**config.mk**
```make
export PLATFORM = sky130hd
export DESIGN_NAME = assoc_cache_ctrl
export DESIGN_NICKNAME = d
export VERILOG_FILES = /design/src/rtl/cache_pkg.sv /design/src/rtl/cache_match.sv /design/src/rtl/assoc_cache_ctrl.sv
export SDC_FILE = /design/constraint.sdc
export NUM_CORES = 1
export LEC_CHECK = 0
export ABC_AREA = 0
export BUFFER_PORTS_ARGS = -buffer_cell sky130_fd_sc_hd__buf_2
export CAP_MARGIN = 10
export CORE_MARGIN = 2
export CORE_UTILIZATION = 45
export CTS_BUF_LIST = sky130_fd_sc_hd__clkbuf_4 sky130_fd_sc_hd__clkbuf_8
export DETAILED_ROUTE_END_ITERATION = 6
export GPL_TIMING_DRIVEN = 0
export PLACE_DENSITY_LB_ADDON = 0.3
export SYNTH_ARGS = -nofsm -noshare
export SYNTH_HDL_FRONTEND = slang
export SYNTH_HIERARCHICAL = 1
export SYNTH_SLANG_ARGS = --single-unit
```
**constraint.sdc**
```tcl
create_clock -name clk -period 6.21 [get_ports clk]
set_input_delay 0.3105 -clock clk [delete_from_list [all_inputs] [get_ports clk]]
set_output_delay 0.3105 -clock clk [all_outputs]
set_load 0.01 [all_outputs]
```
**src/rtl/cache_pkg.sv**
```systemverilog
// Shared types and default sizing for the fully-associative cache controller.
package cache_pkg;
  localparam int ENTRIES_DEF = 4;
  localparam int AW_DEF      = 8;
  localparam int DW_DEF      = 8;

  typedef enum logic [2:0] {
    IDLE,
    LOOKUP,
    WB,
    FILL_REQ,
    FILL_WAIT,
    RESP
  } state_t;
endpackage

```
**src/rtl/cache_match.sv**
```systemverilog
// Parallel tag compare with priority encoders for the hit line and lowest invalid line.
module cache_match #(
  parameter int ENTRIES = 4,
  parameter int AW      = 8
) (
  input  logic [ENTRIES-1:0]                 valid,
  input  logic [ENTRIES-1:0][AW-1:0]         tags,
  input  logic [AW-1:0]                      addr,
  output logic                               hit,
  output logic [$clog2(ENTRIES)-1:0]         hit_idx,
  output logic                               inv_any,
  output logic [$clog2(ENTRIES)-1:0]         inv_idx
);
  localparam int IW = $clog2(ENTRIES);

  // Scan from the top down so the lowest index wins.
  always_comb begin
    hit     = 1'b0;
    hit_idx = '0;
    inv_any = 1'b0;
    inv_idx = '0;
    for (int i = ENTRIES - 1; i >= 0; i--) begin
      if (valid[i] && (tags[i] == addr)) begin
        hit     = 1'b1;
        hit_idx = IW'(i);
      end
      if (!valid[i]) begin
        inv_any = 1'b1;
        inv_idx = IW'(i);
      end
    end
  end
endmodule

```
**src/rtl/assoc_cache_ctrl.sv**
```systemverilog
// Fully-associative write-back cache controller with round-robin replacement.
// state     | meaning
// IDLE      | ready for a CPU request
// LOOKUP    | compare registered address against all valid tags
// WB        | write dirty victim back to memory
// FILL_REQ  | issue fill read for the request address
// FILL_WAIT | wait for fill data, then install the line
// RESP      | one-cycle response pulse
module assoc_cache_ctrl
  import cache_pkg::*;
#(
  parameter int ENTRIES = ENTRIES_DEF,
  parameter int AW      = AW_DEF,
  parameter int DW      = DW_DEF
) (
  input  logic          clk,
  input  logic          rst_n,
  input  logic          req_valid,
  output logic          req_ready,
  input  logic          req_we,
  input  logic [AW-1:0] req_addr,
  input  logic [DW-1:0] req_wdata,
  output logic          rsp_valid,
  output logic          rsp_hit,
  output logic [DW-1:0] rsp_rdata,
  output logic          mem_req_valid,
  input  logic          mem_req_ready,
  output logic          mem_we,
  output logic [AW-1:0] mem_addr,
  output logic [DW-1:0] mem_wdata,
  input  logic          mem_rsp_valid,
  input  logic [DW-1:0] mem_rdata
);
  localparam int IW = $clog2(ENTRIES);

  state_t                     state;
  logic [AW-1:0]              addr_q;
  logic                       we_q;
  logic [DW-1:0]              wdata_q;
  logic [ENTRIES-1:0]         valid_q;
  logic [ENTRIES-1:0]         dirty_q;
  logic [ENTRIES-1:0][AW-1:0] tag_q;
  logic [ENTRIES-1:0][DW-1:0] data_q;
  logic [IW-1:0]              rr_ptr;
  logic [IW-1:0]              vict_q;

  logic          hit;
  logic          inv_any;
  logic [IW-1:0] hit_idx;
  logic [IW-1:0] inv_idx;
  logic [IW-1:0] vict;

  cache_match #(.ENTRIES(ENTRIES), .AW(AW)) u_match (
    .valid   (valid_q),
    .tags    (tag_q),
    .addr    (addr_q),
    .hit     (hit),
    .hit_idx (hit_idx),
    .inv_any (inv_any),
    .inv_idx (inv_idx)
  );

  assign vict = inv_any ? inv_idx : rr_ptr;

  always_ff @(posedge clk or negedge rst_n) begin
    if (!rst_n) begin
      state         <= IDLE;
      addr_q        <= '0;
      we_q          <= 1'b0;
      wdata_q       <= '0;
      valid_q       <= '0;
      dirty_q       <= '0;
      tag_q         <= '0;
      data_q        <= '0;
      rr_ptr        <= '0;
      vict_q        <= '0;
      req_ready     <= 1'b1;
      rsp_valid     <= 1'b0;
      rsp_hit       <= 1'b0;
      rsp_rdata     <= '0;
      mem_req_valid <= 1'b0;
      mem_we        <= 1'b0;
      mem_addr      <= '0;
      mem_wdata     <= '0;
    end else begin
      rsp_valid <= 1'b0;
      rsp_hit   <= 1'b0;
      rsp_rdata <= '0;
      case (state)
        IDLE: begin
          if (req_valid) begin
            addr_q    <= req_addr;
            we_q      <= req_we;
            wdata_q   <= req_wdata;
            req_ready <= 1'b0;
            state     <= LOOKUP;
          end
        end
        LOOKUP: begin
          if (hit) begin
            state     <= RESP;
            rsp_valid <= 1'b1;
            rsp_hit   <= 1'b1;
            if (we_q) begin
              data_q[hit_idx]  <= wdata_q;
              dirty_q[hit_idx] <= 1'b1;
            end else begin
              rsp_rdata <= data_q[hit_idx];
            end
          end else begin
            vict_q        <= vict;
            mem_req_valid <= 1'b1;
            // Pointer only moves when a live line is displaced.
            if (valid_q[vict]) rr_ptr <= rr_ptr + IW'(1);
            if (valid_q[vict] && dirty_q[vict]) begin
              state     <= WB;
              mem_we    <= 1'b1;
              mem_addr  <= tag_q[vict];
              mem_wdata <= data_q[vict];
            end else begin
              state    <= FILL_REQ;
              mem_addr <= addr_q;
            end
          end
        end
        WB: begin
          if (mem_req_ready) begin
            state     <= FILL_REQ;
            mem_we    <= 1'b0;
            mem_addr  <= addr_q;
            mem_wdata <= '0;
          end
        end
        FILL_REQ: begin
          if (mem_req_ready) begin
            state         <= FILL_WAIT;
            mem_req_valid <= 1'b0;
            mem_addr      <= '0;
          end
        end
        FILL_WAIT: begin
          if (mem_rsp_valid) begin
            valid_q[vict_q] <= 1'b1;
            tag_q[vict_q]   <= addr_q;
            dirty_q[vict_q] <= we_q;
            data_q[vict_q]  <= we_q ? wdata_q : mem_rdata;
            rsp_valid       <= 1'b1;
            rsp_rdata       <= we_q ? '0 : mem_rdata;
            state           <= RESP;
          end
        end
        RESP: begin
          state     <= IDLE;
          req_ready <= 1'b1;
        end
        default: state <= IDLE;
      endcase
    end
  end
endmodule
```
==> results by group <==
STA
  – # setup viols final: 0
  – Hold Vio Cnt, Final: 0
  – Max_slew headroom: 0.360
  – Tmin final: 3.86 ns
  – Final Cycle Share: 0.621
  – Post-route setup TNS: 0 ns
  – Worst slew pin tran: 0.954 ns
  – Max Clk Rate: 0.259 GHz
  – RSZ-0062 raised after global routing: no
  – Fin. max-slew vios: 0
  – Clock Skews: about 0.009 ns

Floorplan
  – I/O Pins: 59
  – Starting density of the core: 0.455
  – Die area: 15,500 sq um
  – Die H: 124 um
  – Core Region: 14,400 sq um
  – Row Count: 44
  – Die span in x: 124 um

Synth
  – Seq/Total Area, Yosys: 0.479
  – Syn Inst Count: 529
  – Asr flop ratio synth: 1.00
  – Syn_nets: 559
  – FF+latch count, synth: 125
  – Most used DFF post-synth: dfrtp_1
  – Synth Warn #: 6
  – Number of synthesized flops with an enable pin: 0
  – Mapped cell area: 6530 sq um
  – Unique masters post-synth: 43
  – Avg Inst Size Synth: around 12 sq um

Placed design
  – Final Wtd Congestion: between 0.8 and 0.9
  – DP HPWL: ~11,000 um
  – PortBufs: 57

Power and ir drop
  – Net Sw Frac: 0.370
  – Power Density: 446 nW/um^2
  – Switching Power: 1240 uW
  – Leakage power: ~0.0033 uW
  – Clk network pwr share: 0.224
  – Internal: 2110 uW
  – Sequential Power Share: 0.371
  – Worst ir drop on vdd: between 0.2 and 0.25 mV
  – Comb power frac: 0.405

Layout
  – Most frequent cells in the layout: 124 x dfrtp_1, 65 x mux2_2, 62 x buf_2
  – Fill count: 1,252
  – Area Overhead vs Synth: 15.1%
  – Area occupied by multi-input gates: 3180 sq um
  – Sequential Area: around 3100 sq um
  – Commonest non-fill, non-tap cell in the layout: dfrtp_1
  – Layout cells sized above 1: 0.335
  – Fin nets: 640
  – Ant diodes: 0
  – Final core occ: 0.523

CTS
  – Inserted Clock Buffers: 17
  – Clk_lat worst skew: 0.46 ns
  – Clock root buffer: clkbuf_8
  – TritonCTS Sinks: approximately 130
  – CTS tree: yes
  – Setup bufs post-CTS: 0
  – Clk buf depth: 2
  – CTS H-tree depth: 4
  – Post-cts resize count: 0
  – CTS clk-pin slew, worst paths: 0.07 ns

Setup path
  – Setup crit end kind: flip-flop
  – Slowest cell on the critical path: o21ai_1
  – Worst setup SP type: flip-flop
  – Worst setup path category: reg -> reg
  – Critical Path RT: approximately 6.5 ns
  – Critical Path, Cell by Cell: buf_2 > xnor2_1 > nand4_1 > nor3_1 > nor2_1 > nor3_1 > clkbuf_1 > nor3_1 > buf_2 > o21ai_1 > a22oi_1
  – CP Max Fanout: 10
  – Most Frequent Cell on Critical Path: nor3_1
  – Crit path DAT: 4.15 ns
  – CP max stage delay: 0.70 ns

Outcome
  – Status: completed

Drt
  – DRC Markers: 0
  – Post-DR vias/cell: approximately 6
  – Via count: between 4k and 5k
  – Final ANT Viol Nets: 0
  – WL per Instance: about 21 um
  – DR iter-0 viols: 500
  – First drt pass iteration count: 5
  – Detailed Route WL: 17,000 um

Global routing
  – Initial antenna violation count: 0
  – Largest net degree at the start of global routing: 77
  – GR Overflow Total: 0
  – GRT Overall Usage: 0.226
  – Global-route wire length before repair: 27,000 um
  – Vias in the first global route: approximately 5.0k

Job
  – Max cap viols: 0

Hold path
  – Worst Hold Class: in -> reg
cells by family (layout without fill, tap and decap cells):
| family | Yosys count | count (layout) | share of synthesized area |
|---|---|---|---|
| XOR/XNOR | 34 | 34 | 0.0502 |
| buffers and inverters | 39 | 133 | 0.0343 |
| multiplexers | 99 | 99 | 0.218 |
| AND/OR/NAND/NOR | 115 | 115 | 0.0877 |
| AO/OA/AOI/OAI | 117 | 117 | 0.131 |
| flip-flops | 125 | 125 | 0.479 |
worst paths after layout:
| check | to | from | depth (start not counted) | slack, ns |
|---|---|---|---|---|
| max reg2reg | dirty_q[0]$_DFFE_PN0P_ | addr_q[3]$_DFFE_PN0P_ | 11 | 2.35 |
| max | dirty_q[0]$_DFFE_PN0P_ | addr_q[3]$_DFFE_PN0P_ | 11 | 2.35 |
| min in group asynchronous | wdata_q[5]$_DFFE_PN0P_ | rst_n | 2 | 0.36 |
| min | wdata_q[0]$_DFFE_PN0P_ | req_wdata[0] | 2 | 0.08 |
| min reg2reg | rr_ptr[1]$_DFFE_PN0P_ | rr_ptr[1]$_DFFE_PN0P_ | 1 | 0.49 |
| max in group asynchronous | tag_q[8]$_DFFE_PN0P_ | rst_n | 3 | 5.12 |
critical path, delay by kind of cell (launching register included):
| family | cells | cell delay (ns) |
|---|---|---|
| buffers and inverters | 3 | 1.09 |
| xor gates and xnor gates | 1 | 0.14 |
| DFF | 1 | 0.49 |
| and+or+nand+nor | 5 | 1.14 |
| AOI/OAI and AO/OA | 2 | 0.83 |
Yosys cell counts (2+ instances only):
master | number | share of area
a21o_1 | 2 | 0.0023
a21oi_1 | 15 | 0.011
a22oi_1 | 44 | 0.051
a31oi_1 | 4 | 0.0038
and3_1 | 3 | 0.0029
buf_2 | 5 | 0.0038
buf_4 | 3 | 0.0034
buf_6 | 8 | 0.014
clkbuf_1 | 16 | 0.0092
dfrtp_1 | 124 | 0.48
inv_1 | 7 | 0.0040
mux2_2 | 65 | 0.11
mux2i_1 | 7 | 0.011
mux2i_4 | 2 | 0.0069
mux4_1 | 3 | 0.012
mux4_2 | 22 | 0.076
nand2_1 | 28 | 0.016
nand2b_1 | 6 | 0.0057
nand3_1 | 12 | 0.0092
nand3b_1 | 5 | 0.0057
nand4_1 | 5 | 0.0048
nor2_1 | 29 | 0.017
nor2b_1 | 8 | 0.0077
nor3_1 | 8 | 0.0061
nor3b_1 | 3 | 0.0034
o21ai_0 | 6 | 0.0046
o21ai_1 | 2 | 0.0015
o21ai_2 | 2 | 0.0027
o22ai_1 | 5 | 0.0048
o2bb2ai_1 | 32 | 0.043
or2_2 | 2 | 0.0019
or3_1 | 3 | 0.0029
xnor2_1 | 30 | 0.040
xnor2_2 | 4 | 0.010
final cells by class:
type                    count  share of cell area
repair buffers             62              0.0464
well taps                 184              0.0306
inverters                   7             0.00349
clock inverters             8              0.0153
flip-flops and latches    125               0.416
clock buffers              24              0.0389
multi-input cells         365               0.423
plain buffers              32              0.0263
stage by stage:
step                      cells  hold slack [ns]  setup WS, ns  area, sq um  total power, uW
after detailed placement    773            0.283          2.38         7100             2610
after global placement      770            0.469          2.44         7050             2570
after global routing        807           0.0606          2.20         7520             3540
final                       807           0.0786          2.35         7520             3350
after CTS                   806           0.0620          2.36         7510             3360
after floorplan             529           0.0149          3.49         6530             2220
what timing repair did:
action | 4_1_cts | 5_1_grt
hold buffers | 1 | 0
endpoints found under the setup margin | 0 | 0
endpoints found under the hold margin | 48 | 0
power groups by stage:
stage                     clock network, uW  logic (uW)  registers [uW]
after floorplan                           0        1010            1210
after global routing                    794        1470            1280
after global placement                    0        1330            1240
after detailed placement                  0        1360            1250
final                                   752        1360            1240
after CTS                               760        1360            1240
flip-flops by register name, indices dropped and copies added, names as in the netlist, 4 cells and up:
name,flops
valid_q,4
tag_q,32
rsp_rdata,8
mem_wdata,8
data_q,32
addr_q,8
mem_addr,8
wdata_q,8
dirty_q,4
layer usage:
layer	GRT usage	up-vias	wire (um)
met1	0.291	2458	7130
met3	0.0541	38	961
met4	0.0991	0	390
met2	0.365	211	8540
met5	0	-	0
li1	-	2157	-
Note: power is estimated with default switching activity, not from simulation.
